File: config.mk
export PLATFORM = sky130hd
export DESIGN_NAME = gate_truth_sequencer
export DESIGN_NICKNAME = d
export VERILOG_FILES = /design/src/rtl/gate_seq_pkg.sv /design/src/rtl/gate_seq_settle_timer.sv /design/src/rtl/gate_truth_sequencer.sv
export SDC_FILE = /design/constraint.sdc
export NUM_CORES = 1
export LEC_CHECK = 0
export BUFFER_PORTS_ARGS = -buffer_cell sky130_fd_sc_hd__buf_2
export CAP_MARGIN = 20
export CELL_PAD_IN_SITES_DETAIL_PLACEMENT = 1
export CELL_PAD_IN_SITES_GLOBAL_PLACEMENT = 1
export CORE_MARGIN = 1
export CORE_UTILIZATION = 44
export CTS_BUF_LIST = sky130_fd_sc_hd__clkbuf_4 sky130_fd_sc_hd__clkbuf_8
export DETAILED_ROUTE_END_ITERATION = 12
export PLACE_DENSITY = 0.86
export SYNTH_ARGS = -nofsm -noshare
export SYNTH_HDL_FRONTEND = slang
export SYNTH_SLANG_ARGS = --single-unit
File: constraint.sdc
create_clock -name clk -period 2.2 [get_ports clk]
set_input_delay 0.33 -clock clk [delete_from_list [all_inputs] [get_ports clk]]
set_output_delay 0.33 -clock clk [all_outputs]
set_load 0.05 [all_outputs]
File: src/rtl/gate_seq_pkg.sv
// Shared types and constants for the gate truth-table sequencer.
// Truth tables index by vector value {x,y}; bit i is the expected output for vector i.
package gate_seq_pkg;

  typedef enum logic [1:0] {
    ST_IDLE = 2'd0,
    ST_RUN  = 2'd1,
    ST_DONE = 2'd2
  } state_t;

  localparam logic [3:0] TT_NOR2  = 4'b0001;
  localparam logic [3:0] TT_NAND2 = 4'b0111;
  localparam logic [3:0] TT_AND2  = 4'b1000;
  localparam logic [3:0] TT_OR2   = 4'b1110;
  localparam logic [3:0] TT_XOR2  = 4'b0110;

  function automatic int clog2(input int value);
    int r;
    r = 0;
    for (int v = value - 1; v > 0; v = v >> 1) r++;
    return r;
  endfunction

endpackage

File: src/rtl/gate_seq_settle_timer.sv
// Settle-time down-counter: load has priority over decrement; zero flags an expired hold.
module gate_seq_settle_timer #(
  parameter int W = 1
) (
  input  logic         clk,
  input  logic         rst,
  input  logic         load,
  input  logic         dec,
  input  logic [W-1:0] load_val,
  output logic         zero
);

  logic [W-1:0] cnt;

  always_ff @(posedge clk or posedge rst) begin
    if (rst) begin
      cnt <= '0;
    end else if (load) begin
      cnt <= load_val;
    end else if (dec && (cnt != '0)) begin
      cnt <= cnt - 1'b1;
    end
  end

  assign zero = (cnt == '0);

endmodule

File: src/rtl/gate_truth_sequencer.sv
// Sweeps every input vector onto a gate, holds each SETTLE_CYCLES+1 cycles, checks against EXPECT_TABLE.
// Optional GATE_SEQ_STOP_ON_FAIL_EN: end the sweep on the first mismatching vector.
module gate_truth_sequencer
  import gate_seq_pkg::*;
#(
  parameter int                  N_IN          = 2,
  parameter int                  SETTLE_CYCLES = 4,
  parameter logic [2**N_IN-1:0]  EXPECT_TABLE  = TT_NOR2
) (
  input  logic            clk,
  input  logic            rst,
  input  logic            start,
  input  logic            dut_out,
  output logic [N_IN-1:0] vec_out,
  output logic            busy,
  output logic            done,
  output logic            pass,
  output logic [N_IN:0]   err_count,
  output logic [N_IN-1:0] fail_vec
);

  localparam int CW_RAW = clog2(SETTLE_CYCLES + 1);
  localparam int CW     = (CW_RAW < 1) ? 1 : CW_RAW;
  localparam logic [CW-1:0]   SETTLE_LD = CW'(SETTLE_CYCLES);
  localparam logic [N_IN-1:0] LAST_VEC  = {N_IN{1'b1}};

  state_t        state;
  logic          cnt_zero;
  logic          tmr_load;
  logic          tmr_dec;
  logic          sample;
  logic          mismatch;
  logic          stop_now;
  logic [N_IN:0] err_next;

  always_comb begin
    sample   = (state == ST_RUN) && cnt_zero;
    // 4-state compare so an undriven or contended gate output is caught.
    mismatch = (dut_out !== EXPECT_TABLE[vec_out]);
    err_next = err_count + {{N_IN{1'b0}}, mismatch};
`ifdef GATE_SEQ_STOP_ON_FAIL_EN
    stop_now = sample && (mismatch || (vec_out == LAST_VEC));
`else
    stop_now = sample && (vec_out == LAST_VEC);
`endif
    tmr_load = ((state != ST_RUN) && start) || (sample && !stop_now);
    tmr_dec  = (state == ST_RUN) && !cnt_zero;
  end

  gate_seq_settle_timer #(.W(CW)) u_timer (
    .clk      (clk),
    .rst      (rst),
    .load     (tmr_load),
    .dec      (tmr_dec),
    .load_val (SETTLE_LD),
    .zero     (cnt_zero)
  );

  always_ff @(posedge clk or posedge rst) begin
    if (rst) begin
      state     <= ST_IDLE;
      vec_out   <= '0;
      busy      <= 1'b0;
      done      <= 1'b0;
      pass      <= 1'b0;
      err_count <= '0;
      fail_vec  <= '0;
    end else begin
      case (state)
        ST_IDLE, ST_DONE: begin
          if (start) begin
            state     <= ST_RUN;
            vec_out   <= '0;
            busy      <= 1'b1;
            done      <= 1'b0;
            pass      <= 1'b0;
            err_count <= '0;
            fail_vec  <= '0;
          end
        end
        ST_RUN: begin
          if (sample) begin
            err_count <= err_next;
            if (mismatch && (err_count == '0)) fail_vec <= vec_out;
            if (stop_now) begin
              state <= ST_DONE;
              busy  <= 1'b0;
              done  <= 1'b1;
              pass  <= (err_next == '0);
            end else begin
              vec_out <= vec_out + 1'b1;
            end
          end
        end
        default: state <= ST_IDLE;
      endcase
    end
  end

endmodule

==> metrics <==
synthesized area per cell 9.73 sq um; area grow syn2layout 11.6%; clock slew at reported path FFs 0.09 ns; met1 Use GR 25.4%; minimum clock period 1.97 ns; Max Transition Viols Final 0; io pins 14; Primary FF master, synth dfrtp_1; largest net degree at the start of global routing 16; Avg WL per Cell 15.1 microns; Hold Path Class input pin to async pin; Root Buffer clkbuf_4; WP buf/inv 2; max capacitance violation total 0; slowest stage cell, crit path dfrtp_1; GRT Total Usage 20.8%; HPWL after DPL 1.38 mm; Resize count post-CTS 0; Final setup viols 0; clk_lat worst skew 0.29 ns; Peak Freq 509 MHz; Iter 0 DRT Violations 7; commonest cells after routing, fill and taps aside dfrtp_1 (15), buf_2 (13), inv_1 (8), nand3_1 (7); WS Path Type flop to flop; status complete, no violations; crit-path max cell delay 0.41 ns; WP data required 2.42 ns; initial antenna violation count 0; port bufs 13; skew final 0.00559 ns; CTS tree built; endpoints failing hold 0; ANT cells 0; RSZ-0062 raised after global routing false; CP Launch Type flop; DRC 0; die footprint 2150 sq um; number of synthesized register bits 15; global-route track usage on met2 32.5%; 1st-pass router iterations 4; nets in the synthesized netlist 99; Clock Tree Buf Depth 2; number of setup buffers added after CTS 0; Die H 46.4 microns; RePlAce Congestion 0.826; most frequent CP cell ha_1; Fin Setup TNS 0 ns; DR vias/cell 5.44; Non-Filler Instances 127; worst path arrival time 2.18 ns; number of synthesized flops with an enable pin 0; filler instances 223; via count 691; CTS sink count 15; vias in the first global route 666; period utilization 89.4%; pwr dens 1650 nW/um^2; Slew @ Worst Pin 0.609 ns; layout cells sized above 1 19.6%; synthesized cell area 866 sq um; Final #Nets 113; global route overflow 0; pre-CTS setup slack 0.288 ns; delay-heaviest family, CP adder cells; Worst Setup End Kind flop; starting density of the core 48.6%; Peak VDD IR 679 uV; met3 GRT Util 7.84%; fraction of registers with async set/reset 100%; Core ar. 1780 sq um; slack of the critical path 0.234 ns; cells along the critical path inv_1 -> ha_1 -> xnor2_1 -> inv_1 -> ha_1 -> ha_1 -> nor2_1 -> nand4_1 -> o211ai_2; global-route wire length before repair 3.02 mm; max_slew headroom 59.3%; Routed WL 1.92 mm; Synthesis Warnings 0; GRT Max-Usage Layer met2; Antenna Nets Post-Route 0; Syn Inst Count 89; std cell rows 15; Die W 46.4 microns; CP max FO 5; most common cell after layout, fill and taps aside dfrtp_1; H-Tree Level Count 1; post-synthesis sequential area ratio 43.4%; Pleak 0.000466 uW; hold_buf cts 0; CTS buffer count 3; Synth cell types 31; Cells after DPL 123
## power breakdown
group          leakage [uW]  switching [uW]  internal, uW
logic              0.000272             626           306
registers          0.000176             103           386
clock network     0.0000184            87.4          83.0
total              0.000466             816           775
## cells in the mapped netlist (2+ instances only)
library cell	count	area (sq um)
inv_1	8	30.0
nand3_1	7	35.0
xnor2_1	2	17.5
buf_2	2	10.0
ha_1	6	75.1
and2b_1	2	15.0
nand4_1	3	18.8
or2b_1	2	15.0
nand3b_1	2	15.0
o21ai_1	2	10.0
o21ai_0	6	30.0
or3_1	2	12.5
nand2_1	6	22.5
dfrtp_1	15	375
nor2_1	5	18.8
o211ai_1	2	15.0
o22ai_1	2	12.5
mux2i_1	2	20.0
## path summary, 6_finish.rpt
check                          startpoint              to  slack [ns]  cells after the start
max                            vec_out[0]            pass        0.23                      9
min                                   rst        state[1]         0.1                      2
max reg2reg                    vec_out[0]            pass        0.23                      9
min reg2reg                u_timer.cnt[0]  u_timer.cnt[0]        0.49                      1
max in group asynchronous             rst    err_count[2]        1.71                      2
min in group clk                    start        state[1]        0.37                      3
## layout make-up
type / count / area, sq um / share of cell area [%]
Clock buffer: 4 / 30.0 / 3.11
Timing Repair Buffer: 13 / 65.1 / 6.74
Multi-Input combinational cell: 62 / 434 / 44.9
Tap cell: 25 / 31.3 / 3.24
Sequential cell: 15 / 375 / 38.9
Inverter: 8 / 30.0 / 3.11
## stage by stage
stage | hold slack [ns] | util [%] | total power, uW | cell area (sq um)
2_1_floorplan | 0.231 | - | 1230 | 866
3_3_place_gp | 0.418 | 52.5 | 1370 | 936
3_5_place_dp | 0.424 | 52.5 | 1420 | 936
4_1_cts | 0.0952 | 54.2 | 1600 | 966
5_1_grt | 0.141 | 54.2 | 1710 | 966
6_report | 0.0966 | 54.2 | 1590 | 966
## logic make-up (layout without fill, tap and decap cells)
logic type	Yosys count	after routing	synth area share, %
fa+ha+maj	6	6	8.67
compound gates	17	17	13.7
xor+xnor	2	2	2.02
mux	2	2	2.31
simple gates	35	35	23.4
buf+inv	12	25	6.50
flops	15	15	43.4
## sequential cells by signal, summed over array words and instances, names as in the netlist
signal	count
u_timer.cnt	3
vec_out	2
state	2
done	1
busy	1
err_count	3
fail_vec	2
pass	1
## routing by layer
layer	part of all wire (%)	up-vias	wire (microns)
li1	-	342	-
met1	48	332	915
met2	47	13	900
met3	4.3	4	82
met4	0.94	0	18
met5	0	-	0
Power figures use the tool's default switching activity.
